<file path="config.mk">
export PLATFORM = sky130hd
export DESIGN_NAME = instr_fetch_flat
export DESIGN_NICKNAME = d
export VERILOG_FILES = /design/src/rtl/instr_fetch_pkg.sv /design/src/rtl/instr_fetch_if.sv /design/src/rtl/instr_fetch.sv /design/src/flat_wrapper.sv
export SDC_FILE = /design/constraint.sdc
export NUM_CORES = 1
export LEC_CHECK = 0
export ABC_AREA = 1
export BUFFER_PORTS_ARGS = -buffer_cell sky130_fd_sc_hd__buf_2
export CORE_MARGIN = 8
export CORE_UTILIZATION = 51
export CTS_CLUSTER_DIAMETER = 100
export CTS_CLUSTER_SIZE = 30
export DETAILED_ROUTE_END_ITERATION = 12
export PLACE_DENSITY = 0.83
export SLEW_MARGIN = 20
export SYNTH_ARGS = -nofsm -noshare
export SYNTH_HDL_FRONTEND = slang
export SYNTH_SLANG_ARGS = --single-unit
</file>
<file path="constraint.sdc">
create_clock -name clk -period 2 [get_ports clk]
set_input_delay 0.4 -clock clk [delete_from_list [all_inputs] [get_ports clk]]
set_output_delay 0.4 -clock clk [all_outputs]
set_load 0.03 [all_outputs]
</file>
<file path="src/rtl/instr_fetch_pkg.sv">
// Shared types and constants for the RV32I fetch stage.
//   fetch_state_e : fetch FSM state encoding
//   ILEN          : instruction width in bits
//   PC_STEP       : byte increment between sequential instructions
//   NOP_INSTR     : addi x0, x0, 0, shown on idata while nothing has been fetched
package instr_fetch_pkg;

  localparam int unsigned ILEN    = 32;
  localparam int unsigned PC_STEP = 4;

  localparam logic [ILEN-1:0] NOP_INSTR = 32'h0000_0013;

  typedef enum logic [2:0] {
    IDLE,
    REQ,
    WAIT,
    HOLD,
    FAULT
  } fetch_state_e;

endpackage

</file>
<file path="src/rtl/instr_fetch_if.sv">
// Instruction-memory read port between the fetch stage and memory.
//   req    : one-cycle read request strobe (fetch -> memory)
//   addr   : read address, valid while req is high (fetch -> memory)
//   rvalid : read data valid, earliest one cycle after req (memory -> fetch)
//   rdata  : instruction word, qualified by rvalid (memory -> fetch)
interface instr_fetch_if
  import instr_fetch_pkg::*;
#(
  parameter int unsigned XLEN = 32
) ();

  logic            req;
  logic [XLEN-1:0] addr;
  logic            rvalid;
  logic [ILEN-1:0] rdata;

  modport master (
    output req,
    output addr,
    input  rvalid,
    input  rdata
  );

  modport slave (
    input  req,
    input  addr,
    output rvalid,
    output rdata
  );

endinterface

</file>
<file path="src/rtl/instr_fetch.sv">
// Fetch stage of the RV32I core: holds the PC, issues one instruction-memory
// read at a time and presents the returned word to decode until it is consumed.
// Branch/jump redirects retarget the PC and flush any read in flight.
//   clk            : core clock, rising edge
//   reset_n        : asynchronous active-low reset
//   imem           : instruction-memory read port (master side)
//   idata          : instruction presented to decode/ALU
//   instr_pc       : PC of idata
//   instr_valid    : idata/instr_pc are valid
//   instr_ready    : core retires the presented instruction this cycle
//   redirect       : take redirect_pc as next PC and flush
//   redirect_pc    : branch/jump target
//   fetch_misalign : sticky misaligned-target fault flag
module instr_fetch
  import instr_fetch_pkg::*;
#(
  parameter int unsigned     XLEN     = 32,
  parameter logic [XLEN-1:0] RESET_PC = '0
) (
  input  logic                 clk,
  input  logic                 reset_n,
  instr_fetch_if.master        imem,
  output logic [ILEN-1:0]      idata,
  output logic [XLEN-1:0]      instr_pc,
  output logic                 instr_valid,
  input  logic                 instr_ready,
  input  logic                 redirect,
  input  logic [XLEN-1:0]      redirect_pc,
  output logic                 fetch_misalign
);

  localparam logic [XLEN-1:0] PcStep = XLEN'(PC_STEP);

  fetch_state_e    state_q, state_d;
  logic [XLEN-1:0] pc_q, pc_d;
  logic            kill_q, kill_d;
  // Misaligned redirect seen while a read was in flight: enter FAULT once it returns.
  logic            pend_q, pend_d;
  logic [ILEN-1:0] idata_q, idata_d;
  logic [XLEN-1:0] ipc_q, ipc_d;
  logic            valid_q, valid_d;
  logic            misalign_q, misalign_d;

  logic redir_ok, redir_bad;

  assign redir_ok  = redirect && (redirect_pc[1:0] == 2'b00);
  assign redir_bad = redirect && (redirect_pc[1:0] != 2'b00);

  always_comb begin
    state_d    = state_q;
    pc_d       = pc_q;
    kill_d     = kill_q;
    pend_d     = pend_q;
    idata_d    = idata_q;
    ipc_d      = ipc_q;
    valid_d    = valid_q;
    misalign_d = misalign_q;

    // A redirect always retargets the PC and sets or clears the fault flag.
    if (redirect) begin
      pc_d       = redirect_pc;
      misalign_d = redir_bad;
    end

    unique case (state_q)
      IDLE: begin
        state_d = redir_bad ? FAULT : REQ;
      end
      REQ: begin
        state_d = WAIT;
        if (redirect) begin
          kill_d = 1'b1;
          pend_d = redir_bad;
        end
      end
      WAIT: begin
        if (redirect) begin
          kill_d = 1'b1;
          pend_d = redir_bad;
        end
        if (imem.rvalid) begin
          kill_d = 1'b0;
          pend_d = 1'b0;
          // A redirect in this same cycle overrides whatever was pending.
          if (redir_bad || (!redirect && pend_q)) begin
            state_d = FAULT;
          end else if (redirect || kill_q) begin
            state_d = REQ;
          end else begin
            idata_d = imem.rdata;
            ipc_d   = pc_q;
            valid_d = 1'b1;
            state_d = HOLD;
          end
        end
      end
      HOLD: begin
        if (redirect) begin
          valid_d = 1'b0;
          state_d = redir_bad ? FAULT : REQ;
        end else if (instr_ready) begin
          pc_d    = pc_q + PcStep;
          valid_d = 1'b0;
          state_d = REQ;
        end
      end
      FAULT: begin
        if (redir_ok) begin
          state_d = REQ;
        end
      end
      default: begin
        state_d = IDLE;
      end
    endcase
  end

  always_ff @(posedge clk or negedge reset_n) begin
    if (!reset_n) begin
      state_q    <= IDLE;
      pc_q       <= RESET_PC;
      kill_q     <= 1'b0;
      pend_q     <= 1'b0;
      idata_q    <= NOP_INSTR;
      ipc_q      <= '0;
      valid_q    <= 1'b0;
      misalign_q <= 1'b0;
    end else begin
      state_q    <= state_d;
      pc_q       <= pc_d;
      kill_q     <= kill_d;
      pend_q     <= pend_d;
      idata_q    <= idata_d;
      ipc_q      <= ipc_d;
      valid_q    <= valid_d;
      misalign_q <= misalign_d;
    end
  end

  assign imem.req       = (state_q == REQ);
  assign imem.addr      = pc_q;
  assign idata          = idata_q;
  assign instr_pc       = ipc_q;
  assign instr_valid    = valid_q;
  assign fetch_misalign = misalign_q;

  // Only one read may be outstanding, so data can only legally return in WAIT.
  rvalid_only_in_wait: assert property (@(posedge clk) disable iff (!reset_n)
    imem.rvalid |-> (state_q == WAIT));

endmodule

</file>
<file path="src/flat_wrapper.sv">
// flat-port wrapper written by rule: the top's interface ports become plain ports
module instr_fetch_flat import instr_fetch_pkg::*;
#(
  parameter int unsigned     XLEN     = 32,
  parameter logic [XLEN-1:0] RESET_PC = '0
)
  (clk, reset_n, idata, instr_pc, instr_valid, instr_ready, redirect, redirect_pc, fetch_misalign, imem_req, imem_addr, imem_rvalid, imem_rdata);
  instr_fetch_if #(.XLEN(XLEN)) imem_i ();
  input  logic clk;
  input  logic reset_n;
  output logic [ILEN-1:0] idata;
  output logic [XLEN-1:0] instr_pc;
  output logic instr_valid;
  input  logic instr_ready;
  input  logic redirect;
  input  logic [XLEN-1:0] redirect_pc;
  output logic fetch_misalign;
  output wire logic [$bits(imem_i.req)-1:0] imem_req;
  output wire logic [$bits(imem_i.addr)-1:0] imem_addr;
  input wire logic [$bits(imem_i.rvalid)-1:0] imem_rvalid;
  input wire logic [$bits(imem_i.rdata)-1:0] imem_rdata;
  assign imem_req = imem_i.req;
  assign imem_addr = imem_i.addr;
  assign imem_i.rvalid = imem_rvalid;
  assign imem_i.rdata = imem_rdata;
  instr_fetch #(.XLEN(XLEN), .RESET_PC(RESET_PC)) u_core (.clk(clk), .reset_n(reset_n), .imem(imem_i), .idata(idata), .instr_pc(instr_pc), .instr_valid(instr_valid), .instr_ready(instr_ready), .redirect(redirect), .redirect_pc(redirect_pc), .fetch_misalign(fetch_misalign));
endmodule
</file>
==> Word-level counts from Yosys, hierarchy flattened <==
Index checks and enable logic that the tools add are counted.
{ "classes": {"n_bitwise": 2, "n_mux": 24, "n_addsub": 1, "n_eq_ne": 9, "reduce_logical": 14} }
{ "ops": {"columns": ["op", "count"], "rows": [
  ["$mux 32", 4],
  ["$add 32x3->32 const B", 1],
  ["$mux 3", 6],
  ["$pmux 3 s5", 1],
  ["$mux 1", 9],
  ["$eq 3x2->1 const B", 2],
  ["$ne 2x2->1 const B", 3],
  ["$pmux 1 s2", 3],
  ["$reduce_bool 2->1", 3],
  ["$reduce_and 5->1", 1],
  ["$reduce_and 4->1", 1],
  ["$eq 3x1->1 const B", 1],
  ["$eq 3x3->1 const B", 1],
  ["$logic_and 1x1->1", 3],
  ["$logic_not 3->1", 1],
  ["$ne 3x3->1 const B", 1],
  ["$reduce_and 3->1", 1],
  ["$logic_not 2->1", 1],
  ["$logic_or 1x1->1", 2],
  ["$mux 2", 1],
  ["$ne 2x1->1 const B", 1],
  ["$not 1->1", 2],
  ["$logic_not 1->1", 1]
]} }
{ "totals": {"ff_bits": 103, "elab_cells": 58} }

==> Longest topological paths before layout <==
{ "depth": {"ltp_word": 6, "mapped_depth": 10, "mapped_depth_nobuf": 10} }

==> Worst setup path after synthesis <==
No wires, ideal clock.
{ "synth_path": {"path_type": "reg-to-reg", "start": "register u_core.state_q[0]", "end": "register u_core.kill_q", "path_stages_with_launch": 6, "period_less_slack_ns": 1.750, "path_slack_ns": 0.250, "arrival_ns": 1.664, "cell_sequence": "dfrtp_1 -> inv_1 -> nor3_1 -> or2_2 -> nor2_1 -> nor3_1"} }
{ "synth_via": {"elab_chain_len": 2, "word_cells_on_any_way": 4, "classes_between": "2 x eq/ne; 1 x mux; 1 x reduce/logical"} }
{ "synth_lines": {"columns": ["element", "line_no", "rtl"], "rows": [
  ["start, declared", "instr_fetch.sv:34", "fetch_state_e state_q, state_d;"],
  ["start signal, assigned", "instr_fetch.sv:129", "state_q <= state_d;"],
  ["$eq 3x1->1 *", null, null],
  ["net imem_req", "flat_wrapper.sv:18", "output wire logic [$bits(imem_i.req)-1:0] imem_req;"],
  ["$pmux 1 s2 or $reduce_bool 2->1 (tied branches)", null, null],
  ["end signal, assigned", "instr_fetch.sv:131", "kill_q <= kill_d;"],
  ["end, declared", "instr_fetch.sv:36", "logic kill_q, kill_d;"]
]} }
The timed path passes the listed nets; every way through them passes the cells marked *.
A chain may end at the register's enable or synchronous reset.

==> Final worst setup path <==
{ "layout_path": {"start": "register u_core.state_q[0]", "end": "output imem_req"} }
{ "layout_via": {"elab_chain_len": 1} }
{ "layout_lines": {"columns": ["element", "line_no", "rtl"], "rows": [
  ["$eq 3x1->1", "instr_fetch.sv:140", "assign imem.req = (state_q == REQ);"],
  ["end, declared", "flat_wrapper.sv:18", null]
]} }
No other way between the ends.

==> metrics.md <==
| Metric | Value |
|---|---|
| Outcome | complete, no violations |
| Drt via density | 5.06 |
| Worst-Margin Slew | 461 ps |
| Antenna-violating nets left | 0 |
| Total Wirelength | 15400 um |
| TNS Setup | 0 ps |
| Most common cell after layout, fill and taps aside | nand2_1 |
| Share of layout cells above drive strength 1 | 0.262 |
| Synth Flop Type | dfrtp_1 |
| WHS Path Cells | 3 |
| Pwr dens | 1240 nW/um^2 |
| Library cell with the largest summed area after synthesis | dfrtp_1 |
| Top cells by area, synth | dfrtp_1 (47%), nand2_1 (18%), o21ai_0 (6.2%), nand3_1 (5.2%), nor2_1 (4.7%) |
| CTS Sinks | 103 |
| Synth Area per Inst | 7.51 um^2 |
| Crit end category | output pin |
| Starting density of the core | 0.518 |
| Wire per inst | 15.3 um |
| Worst reg-to-reg setup slack | 200 ps |
| Post-synth EDFFs | 0 |
| Psw | 3.64 mW |
| Max VDD drop | 0.000591 V |
| Yosys warnings | 0 |
| R2R cell count | 8 |
| Sw frac | 0.450 |
| Worst reg2reg path endpoint | u_core.imem.addr[24] |
| Clk pwr share | 0.175 |
| Total Power | 8.08 mW |
| RSZ-0062 raised after global routing | false |
| Max-slew violations | 0 |
| I/O pins | 168 |
| RePlAce Congestion | 0.961 |
| Area Overhead vs Synth | 23.1% |
| Commonest non-fill, non-tap cells in the layout | nand2_1 (255), buf_2 (166), dfrtp_1 (100), o21ai_0 (66), nor2_1 (65) |
| First-pass GRT wire length | 25300 um |
| Syn Inst Count | 706 |
| Mapped Area | 5300 um^2 |
| Post-synthesis cell type count | 28 |
| Max clock buf depth | 2 |
| N_diodes | 0 |
| Final nets | 940 |
| Initial antenna violation count | 0 |
| All-Layer GR Usage | 0.220 |
| Min-Delay Endpoint | u_core.idata[0] |
| Top-area cell type share of the netlist area | 0.472 |
| Die footprint | 13900 um^2 |
| Async S/R FF share, synth | 1.00 |
| RR Startpoint | u_core.imem.addr[3] |
| Final Util | 0.638 |
| # rows | 37 |
| Required time worst endpoint | 1600 ps |
| Critical path class | flip-flop to output pin |
| Hold Path Class | input pin to flip-flop |
| Comb power frac | 0.431 |
| Total gr overflow | 0 |
| Sequential area share after synthesis | 0.487 |
| Chip width | 118 um |
| DRC violations left | 0 |
| Sequential Power Share | 0.393 |
| Finish-stage setup viols | 0 |
| Period utilization | 0.931 |
| DR pass1 iterations | 5 |
| Vias in the first global route | 4934 |
| Vias | 5112 |
| Worst skew pair latency | 360 ps |
| Die Span Y | 118 um |
| Fin crit period | 1860 ps |
| Worst Setup Start Kind | flip-flop |
| Clk_skew | 12.1 ps |
| Hpwl dp | 11700 um |
| Yosys reg bits | 103 |
| Lkg Pwr | 3.58 nW |
| CP arrival | 1460 ps |
| Largest net degree at the start of global routing | 67 |
| Htree depth | 3 |
| Clock root buffer | clkbuf_8 |
| Min-Delay Startpoint | imem_rdata[0] |
| Syn nets | 776 |
| Fin. Hold Viols | 0 |
| Iter 0 DRT Violations | 625 |
| PortBufs | 167 |
| P_int | 4.45 mW |
| Clock transition at path regs | 100 ps |
| Critical Path Fanout Max | 4 |
| Fmax | 0.537 GHz |
| Relative slew slack | 0.692 |
| Num CTS Buffers | 9 |
| Max_cap viols | 0 |
| Placeable Area | 10200 um^2 |
| CTS tree | done |
critical path, stage by stage, from the launching register on:
cell	delay (ps)
dfrtp_1	450
inv_1	140
nor3_1	170
buf_4	160
buf_2	190
logic make-up after synthesis:
logic type / synth area share
compound gates: 0.111
buf+inv: 0.0762
flops: 0.487
fa+ha+maj: 0.00236
xor+xnor: 0.0116
simple gates: 0.312
state kept, by name, indices dropped and copies added (netlist names):
register	cells
u_core.fetch_misalign	1
u_core.idata	32
u_core.imem.addr	32
u_core.instr_pc	32
u_core.instr_valid	1
u_core.kill_q	1
u_core.pend_q	1
u_core.state_q	3
how the worst max path moves through the flow:
stage                              startpoint              endpoint  slack (ps)  cells after the start
final                       u_core.state_q[0]              imem_req         140                      4
after global routing      u_core.imem.addr[3]  u_core.imem.addr[24]          60                      8
after CTS                 u_core.imem.addr[3]  u_core.imem.addr[26]         100                      9
after detailed placement  u_core.imem.addr[3]  u_core.imem.addr[26]         140                      9
after global placement    u_core.imem.addr[3]  u_core.imem.addr[26]         150                      9
after floorplan             u_core.state_q[0]         u_core.kill_q         250                      5
per-layer routing:
layer / part of all wire / GRT usage / vias up
met1: 0.46 / 0.295 / 2324
met4: 0.016 / 0.0649 / 0
met5: 0 / 0 / -
met2: 0.47 / 0.355 / 202
li1: - / - / 2565
met3: 0.061 / 0.0403 / 21
layout make-up:
class | instances | area (um^2)
flip-flops and latches | 103 | 2580
inverters | 63 | 236
multi-input cells | 512 | 2330
clock buffers | 11 | 131
repair buffers | 181 | 996
fillers | 949 | 3700
well taps | 136 | 170
clock inverters | 5 | 81.3
power by group through the flow:
stage | sequential, mW | combinational (mW) | clock [mW]
after floorplan | 4.42 | 1.12 | 0
after global placement | 3.20 | 3.45 | 0
after detailed placement | 3.21 | 3.51 | 0
after CTS | 3.18 | 3.52 | 1.44
after global routing | 3.26 | 3.79 | 1.53
final | 3.18 | 3.49 | 1.42
metrics by stage:
stage                     hold WS (ps)  setup WS [ps]  std cells  cell area, um^2
after floorplan                    104            250        706             5300
after global placement             352            153        994             6290
after detailed placement           349            143        994             6290
after CTS                          245            103       1011             6520
after global routing               259           56.2       1011             6530
final                              251            137       1011             6530
timing repair:
action | CTS | global route
endpoints found under the setup margin | 0 | 3
buffers inserted | 0 | 0
hold buffers | 1 | 0
hold endpoints to repair | 25 | 0
gates resized for setup | 0 | 3
synthesized netlist by cell type, types with 5 or more instances:
| library cell | n |
|---|---|
| a21oi_1 | 10 |
| a31oi_1 | 5 |
| buf_2 | 8 |
| buf_6 | 5 |
| clkbuf_1 | 9 |
| dfrtp_1 | 100 |
| inv_1 | 59 |
| nand2_1 | 255 |
| nand3_1 | 55 |
| nor2_1 | 67 |
| nor3_1 | 6 |
| o211ai_1 | 7 |
| o21ai_0 | 66 |
| o21ai_2 | 11 |
| xor2_1 | 7 |
Power figures use the tool's default switching activity.
